$ cat config.mk
export PLATFORM = sky130hd
export DESIGN_NAME = nco_multi_flat
export DESIGN_NICKNAME = d
export VERILOG_FILES = /design/src/rtl/nco_pkg.sv /design/src/rtl/nco_multi_if.sv /design/src/rtl/nco_channel.sv /design/src/rtl/nco_multi.sv /design/src/flat_wrapper.sv
export SDC_FILE = /design/constraint.sdc
export NUM_CORES = 1
export LEC_CHECK = 0
export BUFFER_PORTS_ARGS = -buffer_cell sky130_fd_sc_hd__buf_2
export CORE_ASPECT_RATIO = 1.1
export CORE_UTILIZATION = 60
export DETAILED_ROUTE_END_ITERATION = 10
export PLACE_DENSITY_LB_ADDON = 0.2
export SKIP_LAST_GASP = 1
export SLEW_MARGIN = 20
export SYNTH_ARGS = -nofsm -noshare
export SYNTH_HDL_FRONTEND = slang
export SYNTH_SLANG_ARGS = --single-unit
export TNS_END_PERCENT = 100
$ cat constraint.sdc
create_clock -name clk -period 3.7 [get_ports clk]
set_input_delay 0.37 -clock clk [delete_from_list [all_inputs] [get_ports clk]]
set_output_delay 0.37 -clock clk [all_outputs]
set_load 0.03 [all_outputs]
$ cat src/rtl/nco_pkg.sv
// Shared definitions for the multi-channel NCO: apply-FSM state codes,
// the default frequency control word and the channel-index width helper.
package nco_pkg;

    typedef enum logic [0:0] {
        IDLE  = 1'b0,
        APPLY = 1'b1
    } nco_state_e;

    localparam logic [0:0]  ST_IDLE       = IDLE;
    localparam logic [0:0]  ST_APPLY      = APPLY;
    localparam logic [31:0] FCW_RESET_DEF = 32'h1000_0000;

    function automatic int ch_w(input int n);
        return (n > 1) ? $clog2(n) : 1;
    endfunction

endpackage

$ cat src/rtl/nco_multi_if.sv
// Configuration bus of nco_multi: shadow-register write handshake plus the
// apply strobe. The master drives the request side; nco_multi is the slave.
interface nco_multi_if
    import nco_pkg::*;
#(
    parameter int CH_W  = ch_w(4),
    parameter int ACC_W = 32
);
    logic             cfg_valid;
    logic             cfg_ready;
    logic [CH_W-1:0]  cfg_ch;
    logic [ACC_W-1:0] cfg_fcw;
    logic [ACC_W-1:0] cfg_poff;
    logic             cfg_apply;

    modport master (
        output cfg_valid, cfg_ch, cfg_fcw, cfg_poff, cfg_apply,
        input  cfg_ready
    );

    modport slave (
        input  cfg_valid, cfg_ch, cfg_fcw, cfg_poff, cfg_apply,
        output cfg_ready
    );
endinterface

$ cat src/rtl/nco_channel.sv
// One NCO channel: phase accumulator, active FCW (and offset when
// NCO_PHASE_OFFSET_EN is defined) and registered square/wrap/phase outputs.
module nco_channel
    import nco_pkg::*;
#(
    parameter int               ACC_W    = 32,
    parameter int               OUT_W    = 12,
    parameter logic [ACC_W-1:0] FCW_INIT = ACC_W'(FCW_RESET_DEF)
) (
    input  logic             clk,
    input  logic             reset_n,
    input  logic             enable,
    input  logic             sync,
    input  logic             load,
    input  logic [ACC_W-1:0] fcw_new,
    input  logic [ACC_W-1:0] poff_new,
    output logic             out_clk,
    output logic             wrap,
    output logic [OUT_W-1:0] phase
);
    logic [ACC_W-1:0] acc_r;
    logic [ACC_W-1:0] fcw_act_r;
    logic [ACC_W-1:0] acc_next_s;
    logic [ACC_W-1:0] p_s;
    logic [ACC_W:0]   sum_s;
    logic             wrap_next_s;

    assign sum_s = {1'b0, acc_r} + {1'b0, fcw_act_r};

    // Next accumulator value; sync wins over enable and suppresses the carry.
    always_comb begin
        acc_next_s  = acc_r;
        wrap_next_s = 1'b0;
        if (sync) begin
            acc_next_s  = {ACC_W{1'b0}};
            wrap_next_s = 1'b0;
        end else if (enable) begin
            acc_next_s  = sum_s[ACC_W-1:0];
            wrap_next_s = sum_s[ACC_W];
        end else begin
            acc_next_s  = acc_r;
            wrap_next_s = 1'b0;
        end
    end

`ifdef NCO_PHASE_OFFSET_EN
    logic [ACC_W-1:0] poff_act_r;

    // Active phase offset, swapped in on the same edge as the FCW.
    always_ff @(posedge clk) begin
        if (!reset_n) begin
            poff_act_r <= {ACC_W{1'b0}};
        end else if (load) begin
            poff_act_r <= poff_new;
        end else begin
            poff_act_r <= poff_act_r;
        end
    end

    assign p_s = acc_next_s + poff_act_r;
`else
    logic unused_poff_s;
    assign unused_poff_s = ^poff_new;
    assign p_s           = acc_next_s;
`endif

    // Accumulator, active FCW and output registers.
    always_ff @(posedge clk) begin
        if (!reset_n) begin
            acc_r     <= {ACC_W{1'b0}};
            fcw_act_r <= FCW_INIT;
            out_clk   <= 1'b0;
            wrap      <= 1'b0;
            phase     <= {OUT_W{1'b0}};
        end else begin
            acc_r     <= acc_next_s;
            fcw_act_r <= load ? fcw_new : fcw_act_r;
            out_clk   <= p_s[ACC_W-1];
            wrap      <= wrap_next_s;
            phase     <= p_s[ACC_W-1 -: OUT_W];
        end
    end
endmodule

$ cat src/rtl/nco_multi.sv
// Multi-channel programmable NCO: shadow registers, write decode and the
// IDLE/APPLY transfer FSM. Optional phase offsets under NCO_PHASE_OFFSET_EN.
module nco_multi
    import nco_pkg::*;
#(
    parameter int          N_CH      = 4,
    parameter int          ACC_W     = 32,
    parameter int          OUT_W     = 12,
    parameter logic [31:0] FCW_RESET = FCW_RESET_DEF
) (
    input  logic                  clk,
    input  logic                  reset_n,
    input  logic                  enable,
    input  logic                  sync,
    nco_multi_if.slave            cfg,
    output logic [N_CH-1:0]       out_clk,
    output logic [N_CH-1:0]       wrap,
    output logic [N_CH*OUT_W-1:0] phase
);
    localparam int               CH_W     = ch_w(N_CH);
    localparam logic [ACC_W-1:0] FCW_INIT = ACC_W'(FCW_RESET);

    logic [0:0] state_r;
    logic [0:0] state_next_s;
    logic       ready_r;
    logic       wr_go_s;
    logic       apply_go_s;

    // ready_r is only high in IDLE, so it also gates the apply request.
    assign cfg.cfg_ready = ready_r;
    assign wr_go_s       = cfg.cfg_valid & ready_r;
    assign apply_go_s    = cfg.cfg_apply & ready_r;

    // Apply FSM next state: APPLY always lasts exactly one cycle.
    always_comb begin
        state_next_s = state_r;
        case (state_r)
            ST_IDLE:  state_next_s = apply_go_s ? ST_APPLY : ST_IDLE;
            ST_APPLY: state_next_s = ST_IDLE;
            default:  state_next_s = ST_IDLE;
        endcase
    end

    // FSM state and ready; ready stays low for the first cycle after reset.
    always_ff @(posedge clk) begin
        if (!reset_n) begin
            state_r <= ST_IDLE;
            ready_r <= 1'b0;
        end else begin
            state_r <= state_next_s;
            ready_r <= (state_next_s == ST_IDLE);
        end
    end

`ifndef NCO_PHASE_OFFSET_EN
    logic unused_poff_s;
    assign unused_poff_s = ^cfg.cfg_poff;
`endif

    for (genvar c = 0; c < N_CH; c++) begin : g_ch
        logic             hit_s;
        logic [ACC_W-1:0] fcw_shd_r;
        logic [ACC_W-1:0] fcw_xfer_s;
        logic [ACC_W-1:0] poff_xfer_s;

        // Out-of-range channel indices match no channel and are dropped.
        assign hit_s      = wr_go_s && (cfg.cfg_ch == CH_W'(c));
        assign fcw_xfer_s = hit_s ? cfg.cfg_fcw : fcw_shd_r;

        // FCW shadow register; the bypassed value feeds a same-cycle apply.
        always_ff @(posedge clk) begin
            if (!reset_n) begin
                fcw_shd_r <= FCW_INIT;
            end else begin
                fcw_shd_r <= fcw_xfer_s;
            end
        end

`ifdef NCO_PHASE_OFFSET_EN
        logic [ACC_W-1:0] poff_shd_r;
        assign poff_xfer_s = hit_s ? cfg.cfg_poff : poff_shd_r;

        // Phase-offset shadow register.
        always_ff @(posedge clk) begin
            if (!reset_n) begin
                poff_shd_r <= {ACC_W{1'b0}};
            end else begin
                poff_shd_r <= poff_xfer_s;
            end
        end
`else
        assign poff_xfer_s = {ACC_W{1'b0}};
`endif

        nco_channel #(
            .ACC_W    (ACC_W),
            .OUT_W    (OUT_W),
            .FCW_INIT (FCW_INIT)
        ) u_ch (
            .clk      (clk),
            .reset_n  (reset_n),
            .enable   (enable),
            .sync     (sync),
            .load     (apply_go_s),
            .fcw_new  (fcw_xfer_s),
            .poff_new (poff_xfer_s),
            .out_clk  (out_clk[c]),
            .wrap     (wrap[c]),
            .phase    (phase[c*OUT_W +: OUT_W])
        );
    end
endmodule
$ cat src/flat_wrapper.sv
// flat-port wrapper written by rule: the top's interface ports become plain ports
module nco_multi_flat import nco_pkg::*;
#(
    parameter int          N_CH      = 4,
    parameter int          ACC_W     = 32,
    parameter int          OUT_W     = 12,
    parameter logic [31:0] FCW_RESET = FCW_RESET_DEF
)
  (clk, reset_n, enable, sync, out_clk, wrap, phase, cfg_cfg_valid, cfg_cfg_ch, cfg_cfg_fcw, cfg_cfg_poff, cfg_cfg_apply, cfg_cfg_ready);
  nco_multi_if #(.ACC_W(ACC_W)) cfg_i ();
  input  logic clk;
  input  logic reset_n;
  input  logic enable;
  input  logic sync;
  output logic [N_CH-1:0] out_clk;
  output logic [N_CH-1:0] wrap;
  output logic [N_CH*OUT_W-1:0] phase;
  input wire logic [$bits(cfg_i.cfg_valid)-1:0] cfg_cfg_valid;
  input wire logic [$bits(cfg_i.cfg_ch)-1:0] cfg_cfg_ch;
  input wire logic [$bits(cfg_i.cfg_fcw)-1:0] cfg_cfg_fcw;
  input wire logic [$bits(cfg_i.cfg_poff)-1:0] cfg_cfg_poff;
  input wire logic [$bits(cfg_i.cfg_apply)-1:0] cfg_cfg_apply;
  output wire logic [$bits(cfg_i.cfg_ready)-1:0] cfg_cfg_ready;
  assign cfg_i.cfg_valid = cfg_cfg_valid;
  assign cfg_i.cfg_ch = cfg_cfg_ch;
  assign cfg_i.cfg_fcw = cfg_cfg_fcw;
  assign cfg_i.cfg_poff = cfg_cfg_poff;
  assign cfg_i.cfg_apply = cfg_cfg_apply;
  assign cfg_cfg_ready = cfg_i.cfg_ready;
  nco_multi #(.N_CH(N_CH), .ACC_W(ACC_W), .OUT_W(OUT_W), .FCW_RESET(FCW_RESET)) u_core (.clk(clk), .reset_n(reset_n), .enable(enable), .sync(sync), .cfg(cfg_i), .out_clk(out_clk), .wrap(wrap), .phase(phase));
endmodule
==> results.toml, run 1 <==
[sta]
fin_tns_setup_ns = 0
max_freq_mhz = 283
timing_hold_violations_final = 0
fin_worst_skew_ns = 0.0125
rsz0062_at_grt = "false"
finalMaxSlewViolations = 0
layout_min_cycle_time_ns = 3.53
slew_headroom_pct = 23.6
setup_viol = 0
tightest_slew_ns = 1.15
fin_crit_sh_pct = 95.5

[run]
maxCapViolCount = 0

[clock_tree]
ctsResizeCount = 0
cts_max_level = 2
cts_setup_buffers = 0
cts_tree = "built"
cts_buffer_depth = 3
cts_sinks = 390
numCtsBuffers = 43
cts_hold_buffers = 0
cts-root-buf = "clkbuf_16"
path_clk_slew_ns = 0.06
clock_latency_ns = 0.54

[layout]
fillers = 2704
stdcell_count = 2654
final_cell_mix = "dfxtp_1, nand2_1, mux2i_1"
final_nets = 2392
syn_to_final_growth_pct = 9.48
drive_gt1_share_pct = 9.55
final_util_pct = 66.6
layout_commonest_cell = "dfxtp_1"

[synth]
ys_async_sr_fraction_pct = 0
syn-mean-instance-area_um2 = 9.18
yosys_register_bits = 390
ys_warn_count = 0
synth_cells = 2199
synth.distinct_cells = 71
syn_nets = 2403
synth_ff_type = "dfxtp_1"
synth_edf_count = 0
yosysSeqAreaShare_pct = 38.7
synth_area_mm2 = 0.0202

[global_route]
grt_overflow = 0
globalRouteTotalUtil_pct = 26.4
grt.met3_usage_pct = 4.36
grt_start_max_net_pins = 259
gr-usage-met2_pct = 45.4
grt_pass1_vias = 15000
antenna_found_initial = 3
grtUsageMet1_pct = 33.1
grt-busiest-layer = "met2"
grt_pass1_wl_mm = 74.2

[place]
routabilityCongestion = 0.877
dp_hpwl_mm = 31.4
numPortBuffers = 96
post-place-cells = 2575

[detailed_routing]
num_vias = 15600
drtIter0Drc = 948
dr.pass1.iters = 6
routedWlPerCell_um = 17.3
wirelength_mm = 45.9
viasPerCell = 5.89
final_antenna_net_count = 0
drc = 0

[pwr]
power.density_mw_per_mm2 = 450
ir_drop_uv = 382
p_leak_nw = 11.4

[critical_path]
crit_path_max_fanout = 4
critPathLaunchType = "register"
arrival_ns = 3.94
endpoint_kind = "register"
crit_chain = "ha_1, inv_1, fa_1, and2b_1, o21ai_0, a21boi_0, o21ai_0, a41o_1, a21o_1, a31oi_1, a31o_2, xnor2_1, o21ai_0"
crit_family = "compound AO/OA/AOI/OAI gates"
cp_common_cell = "o21ai_0"
reg2reg_from = "u_core.g_ch[1].u_ch.acc_r[0]$_SDFFE_PP0P_"
endpoint = "u_core.g_ch[1].u_ch.phase[10]$_SDFFE_PP0P_"
crit_cells = 13
cp_slowest_cell = "fa_1"
critical_path.startpoint = "u_core.g_ch[1].u_ch.acc_r[0]$_SDFFE_PP0P_"
critical_path_required_ns = 4.11
criticalPathCategory = "register to register"
rr_endpoint = "u_core.g_ch[1].u_ch.phase[10]$_SDFFE_PP0P_"
reg2regPathDepth = 13
max_stage_delay_ns = 0.44
cp.buffers_inverters = 1
worst-r2r-setup-slack_ns = 0.17

[floorplan]
die_x_um = 177
initial_utilization_pct = 60.8
design.core.area_mm2 = 0.0332
num_rows = 70
die_h_um = 194
die_area_mm2 = 0.0344
boundaryPins = 129

[min_path]
hold_depth = 3
min_path_type = "primary input to register"

[status]
status = "complete, no violations"
-- state kept, by name (all words and copies together) (netlist names) --
| register | cells |
|---|---|
| u_core.g_ch.u_ch.fcw_act_r | 128 |
| u_core.state_r | 1 |
| u_core.cfg.cfg_ready | 1 |
| u_core.g_ch.fcw_shd_r | 128 |
| u_core.g_ch.u_ch.phase | 24 |
| u_core.g_ch.u_ch.wrap | 4 |
| u_core.g_ch.u_ch.acc_r | 104 |
-- final cells by class --
type | instances | area, µm² | share of cell area, %
multi-input combinational | 1604 | 11400 | 51.7
sequential | 390 | 7810 | 35.3
clock buffer | 60 | 1250 | 5.67
timing repair buffer | 113 | 654 | 2.96
tap | 432 | 541 | 2.45
clock inverter | 18 | 280 | 1.27
inverter | 36 | 135 | 0.612
antenna | 1 | 2.50 | 0.0113
-- where the power goes --
group          total, W  switching [W]  leakage [nW]  internal (W)
sequential      0.00444      0.0000894          3.17       0.00435
clock           0.00456        0.00171         0.746       0.00285
combinational  0.000953       0.000576          7.45      0.000377
-- layer usage --
| layer | wire, µm | vias to the layer above |
|---|---|---|
| met1 | 20300 | 7448 |
| met4 | 1350 | 4 |
| li1 | - | 7740 |
| met5 | 27 | - |
| met3 | 2190 | 87 |
| met2 | 22100 | 363 |
-- how the worst min path moves through the flow --
stage / to / from / slack [ns]
floorplan: u_core.state_r$_SDFF_PN0_ / u_core.state_r$_SDFF_PN0_ / 0.40
finish: u_core.g_ch[2].fcw_shd_r[28]$_SDFF_PN1_ / cfg_cfg_fcw[28] / 0.19
detailed placement: u_core.state_r$_SDFF_PN0_ / u_core.state_r$_SDFF_PN0_ / 0.42
global route: u_core.g_ch[2].fcw_shd_r[28]$_SDFF_PN1_ / cfg_cfg_fcw[28] / 0.17
CTS: u_core.g_ch[2].fcw_shd_r[28]$_SDFF_PN1_ / cfg_cfg_fcw[28] / 0.18
global placement: u_core.state_r$_SDFF_PN0_ / u_core.state_r$_SDFF_PN0_ / 0.41
-- stage by stage --
stage                     worst slack (ns)  cell area [µm²]  total power, W  hold WS [ns]
after floorplan                      0.833            20200         0.00523         0.399
after global placement               0.467            20600         0.00544         0.407
after detailed placement             0.308            20600         0.00548         0.416
after CTS                            0.252            22100          0.0100         0.176
after global routing                0.0518            22100          0.0103         0.175
final                                0.167            22100         0.00995         0.194
-- worst register-to-register path, stage by stage, from the launching register on --
cell and delay [ns]:
dfxtp_1 0.35, ha_1 0.19, inv_1 0.07, fa_1 0.44, and2b_1 0.23, o21ai_0 0.12
a21boi_0 0.44, o21ai_0 0.24, a41o_1 0.34, a21o_1 0.22, a31oi_1 0.34, a31o_2 0.23
xnor2_1 0.12, o21ai_0 0.08
-- cell usage after synthesis (all sizes together) (29+ instances only) --
library cell	number	area, µm²
dfxtp	390	7810
nand2	242	908
mux2i	178	1780
nor2	150	566
nor2b	137	857
ha	128	1600
o211a	125	1250
a21oi	122	622
o21ai	99	495
clkbuf	88	330
buf	81	517
a21o	63	474
xnor2	57	499
xor2	46	403
inv	36	135
nand3	29	145
-- kinds of logic after synthesis --
logic type / share of synthesized area, %
flip-flops: 38.7
XOR/XNOR: 4.47
adder cells (fa/ha/maj): 8.33
AND/OR/NAND/NOR: 14.6
buffers and inverters: 4.87
multiplexers: 8.83
AO/OA/AOI/OAI: 20.2
No activity file was read; power rests on OpenSTA's default activity.
==> run 2: changes to the inputs <==
CORE_UTILIZATION = 35   (was 60)
==> results.toml, run 2 (synthesis gave the netlist of run 1 again) <==
[clock_tree]
cts_sinks = 390
path_clk_slew_ns = 0.06
cts_setup_buffers = 0
cts_buffer_depth = 3
cts-root-buf = "clkbuf_16"
numCtsBuffers = 46
cts_tree = "built"
cts_max_level = 2
clock_latency_ns = 0.58

[sta]
max_freq_mhz = 299
rsz0062_at_grt = "false"
fin_tns_setup_ns = 0
setup_viol = 0
finalMaxSlewViolations = 0
fin_worst_skew_ns = 0.0131
layout_setup_ws_ns = 0.351
tightest_slew_ns = 0.866
hold_ws_ns = 0.0894
fin_crit_sh_pct = 90.5
slew_headroom_pct = 42.3
timing_hold_violations_final = 0
layout_min_cycle_time_ns = 3.35

[layout]
final_nets = 2398
layout_commonest_cell = "dfxtp_1"
drive_gt1_share_pct = 9.75
final_cell_area_mm2 = 0.0225
largest_registers = "u_core.g_ch.fcw_shd_r x128, u_core.g_ch.u_ch.fcw_act_r x128, u_core.g_ch.u_ch.acc_r x104"
fillers = 5726
syn_to_final_growth_pct = 11.7
final_cell_mix = "dfxtp_1, nand2_1, mux2i_1"

[floorplan]
num_rows = 91
design.core.area_mm2 = 0.0565
boundaryPins = 129
die_h_um = 254
die_area_mm2 = 0.0586
die_x_um = 231
initial_utilization_pct = 35.7

[run]
maxCapViolCount = 0

[place]
routabilityCongestion = 0.848
postPlaceCellArea_mm2 = 0.0210
pre_cts_ws_ns = 0.322
dp_hpwl_mm = 34.9
numPortBuffers = 96

[pwr]
p_leak_nw = 11.4
ir_drop_uv = 309
power.density_mw_per_mm2 = 448

[critical_path]
endpoint_kind = "register"
arrival_ns = 3.81
criticalPathCategory = "register to register"
reg2regPathDepth = 12
crit_path_max_fanout = 4
critical_path_required_ns = 4.16
critPathLaunchType = "register"

[global_route]
grt_start_max_net_pins = 95
globalRouteTotalUtil_pct = 17.3
grt_overflow = 0
grt_pass1_vias = 15000
grt_pass1_wl_mm = 81.0
antenna_found_initial = 7

[detailed_routing]
drtIter0Drc = 753
met2_wirelength_mm = 23.9
wl_met1_mm = 23.6
wirelength_mm = 50.5
viasPerCell = 5.19
wl_met3_mm = 1.86
routedWlPerCell_um = 17.0
num_vias = 15400
final_antenna_net_count = 0
drc = 0
dr.pass1.iters = 5
highest_layer = "met5"

[status]
status = "complete, no violations"

[min_path]
min_path_type = "primary input to register"
hold_depth = 3
[run 2: cell count changes in the layout (fill, tap and decap cells not counted), sizes merged]
cell	delta
diode	+3
inv	-1
bufinv	-2
buf	+3
clkbuf	+5
[run 2: critical path, stage by stage, from the launching register on]
cell      delay, ns
dfxtp_1        0.32
ha_1           0.24
fa_1           0.43
a211oi_1       0.33
o21bai_1       0.17
nand2_1        0.19
a31oi_1        0.19
a221o_1        0.41
a21oi_2        0.22
o21ai_1        0.14
a31oi_1        0.25
a21oi_1        0.10
o31a_1         0.24
[run 2: repair_timing]
action | CTS | global route
hold buffers | 0 | 0
endpoints found under the setup margin | 0 | 1
resized for setup | 0 | 1
[run 2: area by class of cell]
class                           instances  area [µm²]  area share, %
Multi-Input combinational cell       1604       11400           50.6
Sequential cell                       390        7810           34.6
Clock buffer                           65        1360           6.02
Tap cell                              744         931           4.13
Timing Repair Buffer                  116         677           3.00
Clock inverter                         15         211          0.938
Inverter                               36         135          0.599
Antenna cell                            4        10.0         0.0444
[run 2: worst paths after layout]
kind	from	slack, ns	endpoint
worst max register to register	u_core.g_ch[3].u_ch.acc_r[0]$_SDFFE_PP0P_	0.35	u_core.g_ch[3].u_ch.wrap$_SDFF_PP0_
worst max-delay path	u_core.g_ch[3].u_ch.acc_r[0]$_SDFFE_PP0P_	0.35	u_core.g_ch[3].u_ch.wrap$_SDFF_PP0_
worst min register to register	u_core.state_r$_SDFF_PN0_	0.42	u_core.state_r$_SDFF_PN0_
worst min-delay path	cfg_cfg_fcw[28]	0.09	u_core.g_ch[0].fcw_shd_r[28]$_SDFF_PN1_
[run 2: per-stage QoR]
stage | util (%) | cells | power (W)
floorplan | - | 2199 | 0.00523
finish | 39.9 | 2974 | 0.0101
global placement | 37.1 | 2890 | 0.00548
global route | 39.9 | 2973 | 0.0105
detailed placement | 37.1 | 2890 | 0.00550
CTS | 39.9 | 2970 | 0.0103
[run 2: report_power, final]
group          internal (W)  switching (W)  total (W)
clock network       0.00289        0.00181    0.00470
logic              0.000376       0.000578   0.000954
registers           0.00435      0.0000907    0.00444
[run 2: layer usage]
layer,vias to the layer above,GRT usage (%)
met4,6,5.43
met5,-,0
met1,7370,22.0
li1,7782,-
met3,72,2.64
met2,213,29.8
